--- config.mk ---
export PLATFORM = sky130hd
export DESIGN_NAME = i4001_cycle_ctrl
export DESIGN_NICKNAME = d
export VERILOG_FILES = /design/src/rtl/i4001_cycle_ctrl.sv
export SDC_FILE = /design/constraint.sdc
export NUM_CORES = 1
export LEC_CHECK = 0
export CORE_ASPECT_RATIO = 0.6
export CORE_MARGIN = 10
export CORE_UTILIZATION = 53
export DETAILED_ROUTE_END_ITERATION = 10
export PLACE_DENSITY = 0.82
export SLEW_MARGIN = 20
export SYNTH_ARGS = -nofsm -noshare
export SYNTH_HDL_FRONTEND = slang
export SYNTH_SLANG_ARGS = --single-unit
--- constraint.sdc ---
create_clock -name i_clk -period 3.1 [get_ports i_clk]
set_clock_uncertainty 0.2 [all_clocks]
set_input_delay 0.62 -clock i_clk [delete_from_list [all_inputs] [get_ports i_clk]]
set_output_delay 0.62 -clock i_clk [all_outputs]
set_load 0.005 [all_outputs]
--- src/rtl/i4001_cycle_ctrl.sv ---
// i4001 machine-cycle timing controller.
// A programmable prescaler sets the phase length. The control FSM sequences the
// eight machine states (A1 A2 A3 M1 M2 X1 X2 X3), two phases per state, and
// drives PHI1/PHI2, SYNC, the state index and a cycle-done strobe. It runs either
// continuously or one instruction cycle per STEP rising edge.
module i4001_cycle_ctrl #(
   parameter int DIV_W       = 15,
   parameter int DIV_DEFAULT = 20000
) (
   input  logic             i_clk,
   input  logic             i_rst,
   input  logic             i_div_load,
   input  logic [DIV_W-1:0] i_div_val,
   input  logic             i_run,
   input  logic             i_step,
   output logic             o_phi1,
   output logic             o_phi2,
   output logic             o_sync,
   output logic [2:0]       o_state,
   output logic             o_busy,
   output logic             o_cyc_done
);

   typedef enum logic [1:0] {
      IDLE    = 2'd0,
      RUN_ST  = 2'd1,
      STEP_ST = 2'd2
   } ctrl_e;

   localparam logic [2:0] X3 = 3'd7;

   ctrl_e            r_ctrl;
   ctrl_e            w_ctrl_nxt;

   logic [DIV_W-1:0] r_q;
   logic [DIV_W-1:0] r_div;
   logic             r_ph;
   logic [2:0]       r_state;
   logic             r_phi1;
   logic             r_phi2;
   logic             r_sync;
   logic             r_busy;
   logic             r_cyc_done;
   logic             r_step_q;

   logic [DIV_W-1:0] w_q_nxt;
   logic [DIV_W-1:0] w_div_nxt;
   logic             w_ph_nxt;
   logic [2:0]       w_state_nxt;
   logic             w_phi1_nxt;
   logic             w_phi2_nxt;
   logic             w_sync_nxt;
   logic             w_busy_nxt;
   logic             w_cyc_done_nxt;

   logic             w_tick;
   logic             w_step_edge;
   logic             w_end;

   // The prescaler only counts while a cycle is in progress; it is held at 0 in IDLE.
   assign w_tick      = (r_ctrl != IDLE) && (r_q == r_div);
   // A step request is the rising edge of the STEP level, so a held switch yields one cycle.
   assign w_step_edge = i_step & ~r_step_q;
   // The last tick of the instruction cycle: X3, phase 2.
   assign w_end       = w_tick && r_ph && (r_state == X3);

   // Control state register.
   // NOTE: sequential state is updated with non-blocking assignments so every
   // register samples the pre-edge values, independent of block ordering.
   always_ff @(posedge i_clk) begin
      if (i_rst) begin
         r_ctrl <= IDLE;
      end else begin
         r_ctrl <= w_ctrl_nxt;
      end
   end

   // Next control state: RUN beats a simultaneous STEP edge; a cycle never ends early.
   // NOTE: every signal written here gets a default first, otherwise an unassigned
   // path would infer a latch.
   always_comb begin
      w_ctrl_nxt = r_ctrl;
      unique case (r_ctrl)
         IDLE: begin
            if (i_run) begin
               w_ctrl_nxt = RUN_ST;
            end else if (w_step_edge) begin
               w_ctrl_nxt = STEP_ST;
            end
         end
         RUN_ST: begin
            if (w_end && !i_run) begin
               w_ctrl_nxt = IDLE;
            end
         end
         STEP_ST: begin
            if (w_end) begin
               w_ctrl_nxt = IDLE;
            end
         end
         default: w_ctrl_nxt = IDLE;
      endcase
   end

   // Next values for prescaler, divide register, phase sequencer and registered outputs.
   always_comb begin
      w_q_nxt        = r_q;
      w_div_nxt      = r_div;
      w_ph_nxt       = r_ph;
      w_state_nxt    = r_state;
      w_phi1_nxt     = r_phi1;
      w_phi2_nxt     = r_phi2;
      w_busy_nxt     = r_busy;
      w_cyc_done_nxt = 1'b0;

      if (r_ctrl == IDLE) begin
         // Divide value may only change between cycles so a phase length never shifts mid-cycle.
         if (i_div_load) begin
            w_div_nxt = i_div_val;
         end
         w_q_nxt     = '0;
         w_ph_nxt    = 1'b0;
         w_state_nxt = 3'd0;
         w_phi2_nxt  = 1'b0;
         // Entering a cycle starts directly in A1 phase 1.
         w_phi1_nxt  = (w_ctrl_nxt != IDLE);
         w_busy_nxt  = (w_ctrl_nxt != IDLE);
      end else begin
         w_cyc_done_nxt = w_end;
         if (w_tick) begin
            w_q_nxt = '0;
            if (!r_ph) begin
               w_ph_nxt   = 1'b1;
               w_phi1_nxt = 1'b0;
               w_phi2_nxt = 1'b1;
            end else if (w_ctrl_nxt == IDLE) begin
               w_ph_nxt    = 1'b0;
               w_state_nxt = 3'd0;
               w_phi1_nxt  = 1'b0;
               w_phi2_nxt  = 1'b0;
               w_busy_nxt  = 1'b0;
            end else begin
               // Wraps X3 -> A1 with no gap cycle when free-running.
               w_ph_nxt    = 1'b0;
               w_state_nxt = r_state + 3'd1;
               w_phi1_nxt  = 1'b1;
               w_phi2_nxt  = 1'b0;
            end
         end else begin
            w_q_nxt = r_q + DIV_W'(1);
         end
      end

      // SYNC derives from the next STATE so it lines up with the registered state index.
      w_sync_nxt = w_busy_nxt && (w_state_nxt == X3);
   end

   // Datapath and output registers, plus the STEP edge-detector history.
   always_ff @(posedge i_clk) begin
      if (i_rst) begin
         r_q        <= '0;
         r_div      <= DIV_W'(DIV_DEFAULT);
         r_ph       <= 1'b0;
         r_state    <= 3'd0;
         r_phi1     <= 1'b0;
         r_phi2     <= 1'b0;
         r_sync     <= 1'b0;
         r_busy     <= 1'b0;
         r_cyc_done <= 1'b0;
         r_step_q   <= 1'b0;
      end else begin
         r_q        <= w_q_nxt;
         r_div      <= w_div_nxt;
         r_ph       <= w_ph_nxt;
         r_state    <= w_state_nxt;
         r_phi1     <= w_phi1_nxt;
         r_phi2     <= w_phi2_nxt;
         r_sync     <= w_sync_nxt;
         r_busy     <= w_busy_nxt;
         r_cyc_done <= w_cyc_done_nxt;
         r_step_q   <= i_step;
      end
   end

   assign o_phi1     = r_phi1;
   assign o_phi2     = r_phi2;
   assign o_sync     = r_sync;
   assign o_state    = r_state;
   assign o_busy     = r_busy;
   assign o_cyc_done = r_cyc_done;

endmodule

==> metrics <==
status finished clean; Synth area leaders dfxtp_1 (43%), xor2_1 (8.8%), nand2_1 (6.9%), xnor2_1 (4.6%), nor2_1 (4.6%); setup bufs post-CTS 0; GPL Wtd Cong 0.9459; n_diodes 0; Final Max Tran Viols 0; H-Tree Depth 2; Tightest Hold Check Type reg -> reg; Ys Warns 0; Die ar. 6450 um2; clock root buffer clkbuf_8; hold_buf cts 0; Static Leak 0.8692 nW; Routed Antenna Nets 0; RSZ-0062 raised after global routing false; core footprint 3343 um2; cell family with most CP delay simple AND/OR/NAND/NOR gates; CP required 3110 ps; Tightest Pin Transition 606.9 ps; share of cells above drive strength 1 5.882%; maximum vdd drop 0.3016 mV; Worst Setup Start Kind primary input; period utilization 82.23%; Syn Nets 237; count leader, synth dfxtp_1; max-cap violations 0; PostCTS Resize Cnt 0; post-layout power 1.040 mW; Mapped Cells 214; CTS buffer count 5; worst-skew pair later-pin latency 290 ps; Post-synth top cells dfxtp_1 (41), nand2_1 (35), nor2_1 (23); initial detailed-routing violation count 107; Synth Cell Area 1897 um2; Seq/Total Area, Yosys 43.27%; setup tns final 0 ps; CP max stage delay 520 ps; Post-Route WL 4284 um; row count 16; Bufs on Longest Clock Path 2; Layout area overhead 19.66%; Vias/cell 5.325; Fin. Hold Viols 0; crit end category flop; FF-to-FF setup slack 700 ps; initial core utilization 56.74%; TritonCTS clock tree yes; Top FF cell, synth dfxtp_1; post-synth top area share 43.27%; Avg WL per Cell 15.14 um; crit-path max FO 4; Vias 1507; largest net degree at the start of global routing 22; PwrDens 458.0 nW/um2; vias in the first global route 1473; initial antenna violation count 0; Tot GR Track Use 13.83%; DR DRC count 0; global-route wire length before repair 7196 um; average size of a mapped cell 8.864 um2; First-pass DRT Iterations 4; register clock-pin slew on the reported worst setup and hold paths 70 ps; fin crit period 2549 ps; Worst EP arrival 2560 ps; R2R cell count 7; critical path class in -> reg; RR Endpoint o_sync$_SDFF_PP0_; #FFs+latches synth 41; # clock sinks 41; cell accounting for the most synthesized area dfxtp_1; Rel. slew slack 59.17%; distinct cell type count after synthesis 37; Critical R2R Launch o_state[0]$_SDFF_PP0_; # IOs 28; number of synthesized flops with an enable pin 0; Die H 66.34 um; placed insts 276; Post-synth ARST share 0%; hold depth 2; hold path start r_div[3]$_SDFFE_PP0P_; nets 261; die span in x 97.23 um; non-filler cells, final 283; slowest cell on the critical path or4b_1; DP HPWL 3275 um; crit-path cells clkdlybuf4s50_1, nor2b_1, nor4_1, or4b_1, or3_1, a211oi_2; # port buffers 27; Hold EP r_div[3]$_SDFFE_PP0P_; WP buf/inv 1; Final Setup Violations 0; fmax 392.3 MHz; GRT overflow 0
[cell families after synthesis]
| kind of cell | Yosys count | synth area share (%) |
|---|---|---|
| AO/OA/AOI/OAI | 27 | 8.839 |
| XOR/XNOR | 29 | 13.39 |
| adder cells (fa/ha/maj) | 3 | 1.979 |
| buffers and inverters | 13 | 2.903 |
| flip-flops | 41 | 43.27 |
| multiplexers | 1 | 0.5277 |
| AND/OR/NAND/NOR | 100 | 29.09 |
[worst max-delay path by stage]
stage	start	end	slack, ps	cells past startpoint
floorplan	o_state[0]$_SDFF_PP0_	o_sync$_SDFF_PP0_	880	7
global placement	i_step	o_sync$_SDFF_PP0_	360	6
detailed placement	i_step	o_sync$_SDFF_PP0_	300	6
CTS	i_step	o_sync$_SDFF_PP0_	590	6
global route	i_step	o_sync$_SDFF_PP0_	490	6
finish	i_step	o_sync$_SDFF_PP0_	550	6
[layout make-up]
| type | count | area (um2) |
|---|---|---|
| inverter | 2 | 7.507 |
| clock buffer | 7 | 86.33 |
| multi-input combinational | 160 | 1021 |
| sequential | 41 | 820.8 |
| tap | 45 | 56.30 |
| timing repair buffer | 28 | 277.8 |
| fill | 274 | 1074 |
[routing by layer]
metal / vias up / track usage (%) / routed length [um]
met1: 690 / 18.27 / 2217
met4: 0 / 4.874 / 54
met5: - / 0 / 0
met3: 6 / 7.098 / 311
met2: 39 / 18.52 / 1701
li1: 772 / - / -
[cell usage in the layout (no fill, tap or decap), types with 2 or more instances in the layout]
master           count
nor4_1               2
and3_1               9
o21ai_0              5
inv_1                2
nor4_4               3
dfxtp_1             41
and2_1               2
nand4_1              3
clkdlybuf4s50_1     27
nor2b_1              2
nand3b_1             6
xnor2_1             10
clkbuf_8             6
nand2_1             35
and4_1               3
o21a_1               2
ha_1                 3
nand3_1              6
xor2_1              19
nor2_1              23
a21oi_1             13
[power breakdown]
group / switching, mW / total, mW / internal [mW]
combinational: 0.0662 / 0.126 / 0.0602
clock: 0.169 / 0.346 / 0.176
sequential: 0.0193 / 0.568 / 0.548
[metrics by stage]
stage                     setup WS [ps]  util (%)  hold WS (ps)  area, um2
after floorplan                   882.1         -         248.1       1897
after global placement            356.6     65.31         257.4       2183
after detailed placement          295.4     65.31         266.2       2183
after CTS                         589.1     67.89         276.1       2270
after global routing              486.2     67.89         286.7       2270
final                             551.0     67.89         273.4       2270
[state kept, by name (all words and copies together), names as in the netlist]
name,cells
o_state,3
r_q,15
r_div,15
o_cyc_done,1
o_busy,1
o_phi2,1
r_step_q,1
r_ctrl,2
o_phi1,1
o_sync,1
[worst register-to-register path, cell delays in order, from the launching register on]
cell	delay, ps
dfxtp_1	350
ha_1	210
ha_1	250
o21ai_2	150
nand2_1	110
or4b_1	490
or3_1	330
a211oi_2	240
Power figures use the tool's default switching activity.
